===== src/rtl/img_unpacket.sv =====
// Reader-side unpacker: pops one stored image packet from a FWFT FIFO, streams the pixel
// words out on valid/ready, and validates the trailer (parity, frame type, reserved bits).
module img_unpacket #(
  parameter int LINE_SIZE  = 1024,
  parameter int IMAGE_SIZE = 1024 * 1024
) (
  input  logic        clk,
  input  logic        rst,
  input  logic [31:0] fifo_rddata,
  input  logic        fifo_empty,
  output logic        fifo_rden,
  input  logic        frame_start,
  output logic [31:0] data_out,
  output logic        data_out_valid,
  input  logic        data_out_ready,
  output logic        busy,
  output logic        frame_done,
  output logic [1:0]  frame_type_o,
  output logic        parity_err,
  output logic        pad_err
);

  localparam int WR_NUM  = IMAGE_SIZE / 4;
  localparam int TRL_NUM = LINE_SIZE / 4;
  localparam int CNT_MAX = (WR_NUM > TRL_NUM) ? WR_NUM : TRL_NUM;
  localparam int CNT_W   = $clog2(CNT_MAX);

  localparam logic [CNT_W-1:0] WR_LAST   = CNT_W'(WR_NUM - 1);
  localparam logic [CNT_W-1:0] TRL_LAST  = CNT_W'(TRL_NUM - 1);
  localparam logic [CNT_W-1:0] TYPE_WORD = CNT_W'(4);
  localparam logic [31:0]      TYPE_MASK = 32'h0000_0300;

  // Handshake: a word moves on data_out when data_out_valid && data_out_ready at a rising
  // edge; data_out holds steady while valid is high and ready is low.

  typedef enum logic [1:0] {IDLE, DATA, TRAILER, DONE} state_t;

  state_t            state;
  state_t            state_nxt;
  logic              done_fire;
  logic [CNT_W-1:0]  cnt;
  logic [31:0]       acc;
  logic              trl_par_bad;
  logic              trl_pad_bad;
  logic [1:0]        trl_type;
  logic [31:0]       rsv_mask;

  assign busy = (state != IDLE);

  always_comb begin
    state_nxt = state;
    fifo_rden = 1'b0;
    done_fire = 1'b0;
    case (state)
      IDLE: begin
        if (frame_start) state_nxt = DATA;
      end
      DATA: begin
        fifo_rden = !fifo_empty && (!data_out_valid || data_out_ready);
        if (fifo_rden && (cnt == WR_LAST)) state_nxt = TRAILER;
      end
      TRAILER: begin
        fifo_rden = !fifo_empty;
        if (fifo_rden && (cnt == TRL_LAST)) state_nxt = DONE;
      end
      DONE: begin
        // Report only once the last pixel has left the output register.
        if (!data_out_valid) begin
          done_fire = 1'b1;
          state_nxt = IDLE;
        end
      end
      default: state_nxt = IDLE;
    endcase
  end

  // T0 is the parity word; T4 carries the type in [9:8]; every other trailer bit is reserved.
  always_comb begin
    rsv_mask = 32'hFFFF_FFFF;
    if (cnt == '0)            rsv_mask = 32'h0000_0000;
    else if (cnt == TYPE_WORD) rsv_mask = ~TYPE_MASK;
  end

  always_ff @(posedge clk) begin
    if (rst) state <= IDLE;
    else     state <= state_nxt;
  end

  always_ff @(posedge clk) begin
    if (rst) begin
      data_out       <= '0;
      data_out_valid <= 1'b0;
      frame_done     <= 1'b0;
      frame_type_o   <= '0;
      parity_err     <= 1'b0;
      pad_err        <= 1'b0;
      cnt            <= '0;
      acc            <= '0;
      trl_par_bad    <= 1'b0;
      trl_pad_bad    <= 1'b0;
      trl_type       <= '0;
    end else begin
      frame_done <= done_fire;
      if (data_out_valid && data_out_ready) data_out_valid <= 1'b0;

      if (state == IDLE && frame_start) begin
        cnt         <= '0;
        acc         <= '0;
        trl_par_bad <= 1'b0;
        trl_pad_bad <= 1'b0;
        trl_type    <= '0;
      end

      if (fifo_rden && state == DATA) begin
        data_out       <= fifo_rddata;
        data_out_valid <= 1'b1;
        acc            <= acc ^ fifo_rddata;
        cnt            <= (cnt == WR_LAST) ? '0 : cnt + CNT_W'(1);
      end

      if (fifo_rden && state == TRAILER) begin
        if (cnt == '0)        trl_par_bad <= (fifo_rddata != acc);
        if (cnt == TYPE_WORD) trl_type    <= fifo_rddata[9:8];
        if (|(fifo_rddata & rsv_mask)) trl_pad_bad <= 1'b1;
        cnt <= (cnt == TRL_LAST) ? '0 : cnt + CNT_W'(1);
      end

      if (done_fire) begin
        parity_err   <= trl_par_bad;
        pad_err      <= trl_pad_bad;
        frame_type_o <= trl_type;
        acc          <= '0;
        cnt          <= '0;
      end
    end
  end

endmodule

===== config.mk =====
export PLATFORM = sky130hd
export DESIGN_NAME = img_unpacket
export DESIGN_NICKNAME = d
export VERILOG_FILES = /design/src/rtl/img_unpacket.sv
export SDC_FILE = /design/constraint.sdc
export NUM_CORES = 1
export LEC_CHECK = 0
export ABC_AREA = 1
export BUFFER_PORTS_ARGS = -buffer_cell sky130_fd_sc_hd__buf_2
export CAP_MARGIN = 20
export CELL_PAD_IN_SITES_DETAIL_PLACEMENT = 1
export CELL_PAD_IN_SITES_GLOBAL_PLACEMENT = 2
export CORE_ASPECT_RATIO = 1.1
export CORE_UTILIZATION = 31
export CTS_CLUSTER_DIAMETER = 120
export DETAILED_ROUTE_END_ITERATION = 8
export GPL_ROUTABILITY_DRIVEN = 0
export MAX_ROUTING_LAYER = met4
export PLACE_DENSITY_LB_ADDON = 0.1
export SLEW_MARGIN = 30
export SYNTH_ARGS = -nofsm -noshare
export SYNTH_HDL_FRONTEND = slang
export SYNTH_SLANG_ARGS = --single-unit

===== constraint.sdc =====
create_clock -name clk -period 2.4 [get_ports clk]
set_input_delay 0 -clock clk [delete_from_list [all_inputs] [get_ports clk]]
set_output_delay 0 -clock clk [all_outputs]
set_load 0.02 [all_outputs]

==> impl_metrics.ini <==
[clock_tree]
cts_max_path_buffers = 2
insertion_delay_ns = 0.35
cts_tree = done
numCtsBuffers = 9
cts-root-buf = clkbuf_16
cts_max_level = 3
clkTransAtPathRegs_ns = 0.07
postCtsSetupBuffers = 0
cts.sinks = 94

[pwr]
sw_frac_of_total = 0.321
switching_power_uw = 1310
p_int_uw = 2780
p_leak_uw = 0.00243
total_power_uw = 4090
power_frac_comb = 0.222
ir_worst_vdd_mv = 0.269
power_density_mw_per_mm2 = 688
clock_power_share = 0.367
seq_power_share = 0.410

[synthesis]
synth_xor_area_frac = 0.0753
ys_seq_area_frac = 0.395
synth.area.mux_share = 0
async_reset_ff_frac = 0
synth_most_common_cell = nand2_1
synthFlopType = dfxtp_1
synth_top_family_by_area = simple AND/OR/NAND/NOR gates
syn_area_mm2 = 0.00477
synth_nets = 719
synthTopCellsByCount = nand2_1, dfxtp_1, a21oi_1
synth-adder-area-share = 0.0184
synth_top_area_share = 0.395
yosysWarnings = 0
syn_inst = 675
synth_simple_gate_area_frac = 0.338
synth_compound_area_frac = 0.0971
yosys.area.top_type = dfxtp_1
syn_area_per_cell_um2 = 7.07
synth_cell_type_count = 34
yosys-top-cells-area = dfxtp_1, nand2_1, a21oi_1
synth_edf_count = 0
yosys_register_bits = 94

[floorplan]
start_util = 0.317
fp-row-count = 47
die_w_um = 120
die_h_um = 132
pin_count = 77
die-area_mm2 = 0.0159
core_area_mm2 = 0.0151

[sta]
tns_ns = 0
worst_pin_slew_ns = 0.577
rsz0062_at_grt = no
maxSlewViolCount = 0
fin_crit_sh = 0.879
hold_viol = 0
max_freq_mhz = 474
min_period_ns = 2.11
max-slew-margin-rel = 0.615
skew_ns = 0.00694
setup_viol = 0

[global_route]
grt_max_degree = 44
grt_antenna_before_repair = 0
grtUsageMet1 = 0.227
grtUsageMet2 = 0.330
grt_use_total = 0.191
grt-ovfl-total = 0
use_met3 = 0.0333
grt_pass1_vias = 4763
grt_pass1_wl_um = 23500
busiest_layer = met2

[place]
io_buffers = 76
place_hpwl_um = 9960
placed_area_mm2 = 0.00532

[critical_path]
cp_max_fo = 32
endpoint_kind = flop
worstPathRequired_ns = 2.67
crit_arrival_ns = 2.38
startpoint_type = flop
worstSetupPathType = flop to flop

[route]
post_drt_wl_per_cell_um = 14.2
dr.pass1.iters = 4
wirelength_um = 13900
antenna_left = 0
drt_iter0_markers = 101
drc = 0
vias = 4538
avgViaCountPerCell = 4.65

[cells_and_area]
n_fill_cell = 1961
num_antenna_cells = 0
area_growth_pct = 24.6
regArea_mm2 = 0.00188
final_area_mm2 = 0.00594
multi_input_area_mm2 = 0.00252
drive_gt1_frac = 0.156
nNetsFinal = 819

[min_path]
hold_path_class = primary input to flop

[job]
drv_cap = 0

[outcome]
status = finished clean
==> stage by stage <==
step | std cells | hold WS [ns] | worst slack (ns) | util
5_1_grt | 976 | 0.0539 | 0.0593 | 0.395
4_1_cts | 976 | 0.0258 | 0.241 | 0.395
3_3_place_gp | 928 | 0.285 | 0.382 | 0.353
3_5_place_dp | 928 | 0.295 | 0.279 | 0.353
2_1_floorplan | 675 | 0.144 | 0.664 | -
6_report | 976 | 0.0405 | 0.290 | 0.395
==> critical path: stages, from the launching register on <==
cell and delay [ns]:
dfxtp_1 0.36, inv_1 0.10, ha_1 0.26, o21bai_2 0.22, nand3_2 0.24, nand2_1 0.10, inv_2 0.44, nand2_1 0.12
a21oi_1 0.18
==> path summary, 6_finish.rpt <==
path	cells past startpoint	end	slack, ns	from
worst min register to register	2	data_out[15]	0.46	data_out[15]
worst max-delay path	8	acc[4]	0.29	state[0]
worst max register to register	8	acc[4]	0.29	state[0]
worst min-delay path	3	data_out_valid	0.04	data_out_ready
==> final cells by class <==
class | count | area share
timing repair buffer | 116 | 0.132
clock inverter | 4 | 0.00926
clock buffer | 12 | 0.0415
multi-input combinational | 499 | 0.424
tap | 196 | 0.0413
inverter | 55 | 0.0347
sequential | 94 | 0.317
==> kinds of logic (layout without fill, tap and decap cells) <==
family | Yosys count | count (layout)
xor gates and xnor gates | 41 | 41
buffers and inverters | 82 | 187
AOI/OAI and AO/OA | 88 | 88
and+or+nand+nor | 363 | 363
adders and majority gates | 7 | 7
DFF | 94 | 94
==> registers in the layout, summed over array words and instances, names as in the netlist <==
register        count
data_out           32
state               2
acc                32
frame_type_o        2
trl_pad_bad         1
trl_par_bad         1
cnt                18
trl_type            2
data_out_valid      1
frame_done          1
parity_err          1
pad_err             1
==> routing by layer <==
| metal | share of wire | routed length (um) |
|---|---|---|
| met3 | 0.023 | 320 |
| met2 | 0.51 | 7070 |
| met4 | 0.013 | 187 |
| met1 | 0.45 | 6310 |
| met5 | 0 | 0 |
==> power by group through the flow <==
stage | clock [uW] | combinational [uW] | sequential [uW]
after global placement | 0 | 856 | 1710
after floorplan | 0 | 579 | 1740
final | 1500 | 909 | 1680
after detailed placement | 0 | 882 | 1710
after global routing | 1630 | 1020 | 1690
after CTS | 1560 | 925 | 1680
==> layout by cell type (no fill, tap or decap), types with 3 or more instances in the layout <==
master,instances
nand2_1,201
dfxtp_1,94
buf_2,76
a21oi_1,72
nor2_1,70
inv_1,49
xnor2_1,32
dlygate4sd3_1,32
or2_0,28
nand3_1,25
nand4_1,14
xor2_1,9
clkbuf_16,9
o21ai_0,8
ha_1,7
buf_4,6
nor2_4,5
inv_2,4
nand3_2,4
or2_2,4
nand3b_1,3
nand2_2,3
==> repair_timing <==
action	4_1_cts	5_1_grt
endpoints found under the hold margin	34	0
resized for setup	0	0
hold buffers	32	0
No activity file was read; power rests on OpenSTA's default activity.
